<file path="config.mk">
export PLATFORM = sky130hd
export DESIGN_NAME = mod_addsub_serial
export DESIGN_NICKNAME = d
export VERILOG_FILES = /design/src/rtl/mod_addsub_serial.sv
export SDC_FILE = /design/constraint.sdc
export NUM_CORES = 2
export LEC_CHECK = 0
export ABC_AREA = 0
export ABC_CLOCK_PERIOD_IN_PS = 8000
export CORE_MARGIN = 2
export CORE_UTILIZATION = 35
export DETAILED_ROUTE_END_ITERATION = 8
export GPL_TIMING_DRIVEN = 1
export PLACE_DENSITY = 0.64
export SYNTH_ARGS = -nofsm -noshare
export SYNTH_HDL_FRONTEND = slang
export SYNTH_SLANG_ARGS = --single-unit
</file>
<file path="constraint.sdc">
create_clock -name clk -period 8 [get_ports clk]
set_clock_uncertainty 0.15 [all_clocks]
set_input_delay 0.8 -clock clk [delete_from_list [all_inputs] [get_ports clk]]
set_output_delay 0.8 -clock clk [all_outputs]
set_load 0.02 [all_outputs]
</file>
<file path="src/rtl/mod_addsub_serial.sv">
// mod_addsub_serial
//   Limb-serial modular adder/subtractor for the ECC datapath.
//   Computes (A + B) mod M or (A - B) mod M, LIMB bits per cycle, in two
//   passes of NL = WIDTH/LIMB cycles each: raw add/sub, then modulus correction.
//   Result appears exactly 2*NL cycles after the accept edge.
//
// Parameters:
//   WIDTH  operand/modulus width (integer multiple of LIMB)
//   LIMB   bits processed per cycle
//
// Ports:
//   clk        clock, all state changes on rising edge
//   rst        synchronous active-high reset
//   in_valid   operand set offered
//   in_ready   block accepts operands (IDLE only)
//   op_sub     0: A+B mod M, 1: A-B mod M (captured with operands)
//   opA/opB    operands, 0 <= A,B < M
//   opM        modulus, M > 0
//   out_valid  result available (DONE)
//   out_ready  consumer accepts result
//   out_data   result, held until the next result overwrites it
//   busy       high in PASS1, PASS2 and DONE
module mod_addsub_serial #(
  parameter int WIDTH = 256,
  parameter int LIMB  = 64
) (
  input  logic             clk,
  input  logic             rst,
  input  logic             in_valid,
  output logic             in_ready,
  input  logic             op_sub,
  input  logic [WIDTH-1:0] opA,
  input  logic [WIDTH-1:0] opB,
  input  logic [WIDTH-1:0] opM,
  output logic             out_valid,
  input  logic             out_ready,
  output logic [WIDTH-1:0] out_data,
  output logic             busy
);

  localparam int NL = WIDTH / LIMB;
  localparam int CW = (NL > 1) ? $clog2(NL) : 1;
  localparam int IW = $clog2(WIDTH);

  typedef enum logic [1:0] {
    S_IDLE,
    S_PASS1,
    S_PASS2,
    S_DONE
  } state_t;

  state_t r_state;
  state_t w_next;

  logic [WIDTH-1:0] r_a, r_b, r_m;
  logic [WIDTH-1:0] r_s;      // raw sum/difference (low WIDTH bits)
  logic [WIDTH-1:0] r_t;      // corrected value, built limb by limb
  logic [WIDTH-1:0] r_out;
  logic             r_sub;
  logic             r_f;      // carry/borrow out of PASS1 (bit WIDTH of raw)
  logic             r_c;      // running carry/borrow between limbs
  logic [CW-1:0]    r_cnt;

  logic             w_last;
  logic [IW-1:0]    w_base;
  logic [LIMB-1:0]  w_x, w_y;
  logic             w_do_sub;
  logic [LIMB:0]    w_res;
  logic [WIDTH-1:0] w_t_full;
  logic             w_take_t;

  assign in_ready  = (r_state == S_IDLE);
  assign out_valid = (r_state == S_DONE);
  assign busy      = (r_state != S_IDLE);
  assign out_data  = r_out;

  assign w_last = (r_cnt == CW'(NL - 1));
  assign w_base = IW'(32'(r_cnt) * 32'(LIMB));

  // One LIMB+1 bit adder serves both passes: PASS1 applies op_sub to A,B;
  // PASS2 applies the opposite operation to S,M. Top bit is carry or borrow.
  always_comb begin
    w_x      = '0;
    w_y      = '0;
    w_do_sub = 1'b0;
    w_res    = '0;
    w_t_full = r_t;
    w_take_t = 1'b0;
    if (r_state == S_PASS2) begin
      w_x      = r_s[w_base +: LIMB];
      w_y      = r_m[w_base +: LIMB];
      w_do_sub = !r_sub;
    end else begin
      w_x      = r_a[w_base +: LIMB];
      w_y      = r_b[w_base +: LIMB];
      w_do_sub = r_sub;
    end
    if (w_do_sub)
      w_res = {1'b0, w_x} - {1'b0, w_y} - {{LIMB{1'b0}}, r_c};
    else
      w_res = {1'b0, w_x} + {1'b0, w_y} + {{LIMB{1'b0}}, r_c};
    // Full T including the limb being computed this cycle.
    w_t_full[w_base +: LIMB] = w_res[LIMB-1:0];
    // add: raw >= M when F set or S-M did not borrow; sub: wrap when A<B.
    w_take_t = r_sub ? r_f : (r_f || !w_res[LIMB]);
  end

  always_comb begin
    w_next = r_state;
    case (r_state)
      S_IDLE:  if (in_valid)  w_next = S_PASS1;
      S_PASS1: if (w_last)    w_next = S_PASS2;
      S_PASS2: if (w_last)    w_next = S_DONE;
      S_DONE:  if (out_ready) w_next = S_IDLE;
      default:                w_next = S_IDLE;
    endcase
  end

  always_ff @(posedge clk) begin
    if (rst) r_state <= S_IDLE;
    else     r_state <= w_next;
  end

  always_ff @(posedge clk) begin
    if (rst) begin
      r_a   <= '0;
      r_b   <= '0;
      r_m   <= '0;
      r_s   <= '0;
      r_t   <= '0;
      r_out <= '0;
      r_sub <= 1'b0;
      r_f   <= 1'b0;
      r_c   <= 1'b0;
      r_cnt <= '0;
    end else begin
      case (r_state)
        S_IDLE: begin
          if (in_valid) begin
            r_a   <= opA;
            r_b   <= opB;
            r_m   <= opM;
            r_sub <= op_sub;
            r_cnt <= '0;
            r_c   <= 1'b0;
          end
        end
        S_PASS1: begin
          r_s[w_base +: LIMB] <= w_res[LIMB-1:0];
          if (w_last) begin
            r_f   <= w_res[LIMB];
            r_c   <= 1'b0;
            r_cnt <= '0;
          end else begin
            r_c   <= w_res[LIMB];
            r_cnt <= r_cnt + CW'(1);
          end
        end
        S_PASS2: begin
          r_t[w_base +: LIMB] <= w_res[LIMB-1:0];
          if (w_last) begin
            r_out <= w_take_t ? w_t_full : r_s;
            r_c   <= 1'b0;
            r_cnt <= '0;
          end else begin
            r_c   <= w_res[LIMB];
            r_cnt <= r_cnt + CW'(1);
          end
        end
        default: ;
      endcase
    end
  end

endmodule

</file>
==> impl_metrics.env <==
export IMPL_status="complete, but fails checks"
export IMPL_failed_checks="capacitance limit, slew limit"
export IMPL_routedWlPerCell_um=27.7
export IMPL_die_area_um2=221000
export IMPL_place_ws_ns=0.701
export IMPL_final_hold_viol_count=0
export IMPL_worstPathArrival_ns=8.29
export IMPL_coreArea_um2=217000
export IMPL_p_comb_frac=0.550
export IMPL_grt_start_max_net_pins=216
export IMPL_ys_warn_count=0
export IMPL_grt_pass1_vias=73402
export IMPL_ctsHoldBuffers=0
export IMPL_rsz0062_at_grt="false"
export IMPL_critPathTopFamily="compound AO/OA/AOI/OAI gates"
export IMPL_ys_seq_area_frac=0.405
export IMPL_drc=0
export IMPL_crit_fanout=37
export IMPL_clk_path_buf_depth=3
export IMPL_fin_nets=11107
export IMPL_synth_ff_type="dfxtp_1"
export IMPL_cts_buffers=168
export IMPL_irDropWorstVdd_v=0.000334
export IMPL_p_int_mw=20.3
export IMPL_mostFrequentLayoutCell="nand2_1"
export IMPL_multi_input_area_um2=41500
export IMPL_n_fill_cell=21443
export IMPL_synthCells=9561
export IMPL_criticalPathCategory="flip-flop to flip-flop"
export IMPL_r2r_start="r_cnt[0]$_SDFFE_PP0P_"
export IMPL_dp_hpwl_mm=267
export IMPL_clock_latency_ns=0.85
export IMPL_ys_async_sr_fraction=0
export IMPL_overflow=0
export IMPL_worst_slack_ns=0.205
export IMPL_cts_reportedPaths_clkPinSlew_ns=0.06
export IMPL_avgViaCountPerCell=5.92
export IMPL_grt_use_total=0.315
export IMPL_setup_viol=0
export IMPL_cts_resized=0
export IMPL_syn_area_um2=76200
export IMPL_synth_nets=10535
export IMPL_period_share=0.974
export IMPL_cts_root_buf="clkbuf_16"
export IMPL_finalNonFillerCells=13163
export IMPL_min_from="rst"
export IMPL_place_inst=12817
export IMPL_total_power_mw=39.5
export IMPL_critPathMaxStageDelay_ns=1.16
export IMPL_reg2reg_depth=18
export IMPL_drt_initial_drc_count=10049
export IMPL_crit_path_top_delay_cell="o21ai_0"
export IMPL_power_density_nw_per_um2=415
export IMPL_final_cell_mix="nand2_1 (2493), dfxtp_1 (1541), a21oi_1 (1248)"
export IMPL_vias=77941
export IMPL_hold_path_end="r_s[22]$_SDFFE_PP0P_"
export IMPL_maxSlewHeadroom=-0.00510
export IMPL_setup_tns_ns=0
export IMPL_switchingPower_mw=19.2
export IMPL_hold_class="primary input to flip-flop"
export IMPL_start_util=0.352
export IMPL_firstDrtPassIters=8
export IMPL_die_x_um=471
export IMPL_max_freq_mhz=128
export IMPL_drive_gt1_frac=0.0819
export IMPL_maxSlewViolCount=1
export IMPL_avgSynthCellArea_um2=7.97
export IMPL_finalCriticalPeriod_ns=7.80
export IMPL_cp_end_kind="flip-flop"
export IMPL_cts_max_level=4
export IMPL_synth_cell_types=94
export IMPL_antenna_found_initial=61
export IMPL_worst_slew_pin_slew_ns=1.49
export IMPL_post_cts_setup_buffer_count=0
export IMPL_dieHeight_um=471
export IMPL_routed_wl_mm=365
export IMPL_required_ns=8.49
export IMPL_synth_edf_count=0
export IMPL_cp_num_buf_inv=3
export IMPL_p_clk_frac=0.207
export IMPL_cts_sinks=1543
export IMPL_synth_top_area_share=0.405
export IMPL_grt_pass1_wl_mm=520
export IMPL_ff_latch_area_um2=30900
export IMPL_synth_seq_cells=1543
export IMPL_r2r_end="out_data[170]$_SDFFE_PP0P_"
export IMPL_path_cells="buf_12, buf_12, mux4_2, nand2_1, nand2_1, ha_1, ha_1, a21oi_1, o21ai_0, o2111ai_1, nand2_1, a21oi_1, or4_1, a21oi_1, nor3b_1, buf_4, nor2_1, o221ai_1"
export IMPL_rows=171
export IMPL_area_growth_pct=24.8
export IMPL_ys_top_cells_by_area="dfxtp_1 (41%), nand2_1 (12%), a21oi_1 (8.2%), mux4_2 (7.6%), clkbuf_1 (3.6%)"
export IMPL_whs_path_depth=2
export IMPL_p_seq_frac=0.243
export IMPL_sw_frac_of_total=0.487
export IMPL_gp_congestion=0.978
export IMPL_pin_count=1032
export IMPL_drv_cap=1
export IMPL_numPortBuffers=1031
export IMPL_yosysTopAreaCell="dfxtp_1"
export IMPL_leakagePower_nw=34.3
export IMPL_cts_tree="done"
export IMPL_startpoint_type="flip-flop"
export IMPL_regToRegSetupSlack_ns=0.20
export IMPL_postRouteAntennaNets=0
[metal layers]
metal  vias to the layer above  GRT usage  share of wire
met5                         -          0        0.00048
met4                        26      0.209          0.075
met3                       963     0.0624          0.093
met2                      4552      0.489           0.45
met1                     37837      0.397           0.39
li1                      34563          -              -
[area by class of cell]
type                            instances  area share
Multi-Input combinational cell       6949       0.437
Timing Repair Buffer                 1244       0.130
Clock inverter                         65     0.00906
Clock buffer                          239      0.0517
Antenna cell                           42     0.00110
Tap cell                             2854      0.0375
Sequential cell                      1543       0.325
Inverter                              227     0.00904
[power by group through the flow]
stage / sequential (mW) / combinational (mW) / clock [mW]
floorplan: 9.24 / 13.3 / 0
global placement: 9.69 / 21.1 / 0
detailed placement: 9.72 / 21.2 / 0
CTS: 9.56 / 21.3 / 8.24
global route: 9.66 / 23.0 / 8.54
finish: 9.59 / 21.7 / 8.16
[state kept, by name (all words and copies together), names as in the netlist]
| register | flops |
|---|---|
| out_data | 256 |
| r_a | 256 |
| r_b | 256 |
| r_m | 256 |
| r_s | 256 |
| r_t | 256 |
| r_cnt | 2 |
| r_state | 2 |
| r_c | 1 |
| r_f | 1 |
| r_sub | 1 |
[cells by family (layout without fill, tap and decap cells)]
logic type,after synthesis,after routing,synth area share
flops,1543,1543,0.405
mux,298,298,0.0814
buf+inv,1069,1775,0.0535
other cells,0,42,0
xor+xnor,85,85,0.00977
compound gates,2657,2657,0.215
fa+ha+maj,201,201,0.0334
simple gates,3708,3708,0.201
[worst reg2reg max path, delay by kind of cell (launching register included)]
kind | cells | cell delay, ns
AOI/OAI and AO/OA | 6 | 2.51
and+or+nand+nor | 6 | 1.65
adders and majority gates | 2 | 0.97
buffers and inverters | 3 | 0.91
DFF | 1 | 0.89
muxes | 1 | 0.53
[synthesized netlist by cell type (19+ instances only)]
library cell and number:
nand2_1 2504, dfxtp_1 1543, a21oi_1 1248, clkbuf_1 729, nor2_1 510, o21ai_0 337, a22oi_1 259, mux4_2 256
nand3_1 236, inv_1 223, ha_1 197, a211oi_1 150, nor2b_1 104, a21o_1 97, nor3_1 97, buf_1 78
nand4_1 68, a31oi_1 65, a211o_1 48, o211ai_1 46, xnor2_1 46, and3_1 45, o211a_1 42, xor2_1 39
mux2i_1 38, o31ai_1 36, nor4_1 34, o21a_1 33, a311oi_1 28, and2_1 28, buf_2 28, or3_1 26
a221oi_1 25, o2bb2ai_1 24, o2111ai_1 23, o221ai_1 21, o21ai_1 19
[worst max-delay path by stage]
stage,from,to,slack (ns),cells past startpoint
global route,r_cnt[0]$_SDFFE_PP0P_,out_data[114]$_SDFFE_PP0P_,0.05,18
CTS,r_cnt[0]$_SDFFE_PP0P_,out_data[170]$_SDFFE_PP0P_,0.64,18
floorplan,r_state[0]$_SDFFE_PP0P_,out_data[149]$_SDFFE_PP0P_,2.05,23
finish,r_cnt[0]$_SDFFE_PP0P_,out_data[170]$_SDFFE_PP0P_,0.20,18
global placement,r_cnt[0]$_SDFFE_PP0P_,out_data[234]$_SDFFE_PP0P_,0.75,18
detailed placement,r_cnt[0]$_SDFFE_PP0P_,out_data[234]$_SDFFE_PP0P_,0.70,18
[per-stage QoR]
step	area [µm²]	hold slack, ns	utilization
after CTS	95000	0.202	0.438
after global placement	89200	0.287	0.412
final	95100	0.267	0.439
after global routing	95100	0.241	0.439
after floorplan	76200	0.282	-
after detailed placement	89200	0.293	0.412
No activity file was read; power rests on OpenSTA's default activity.
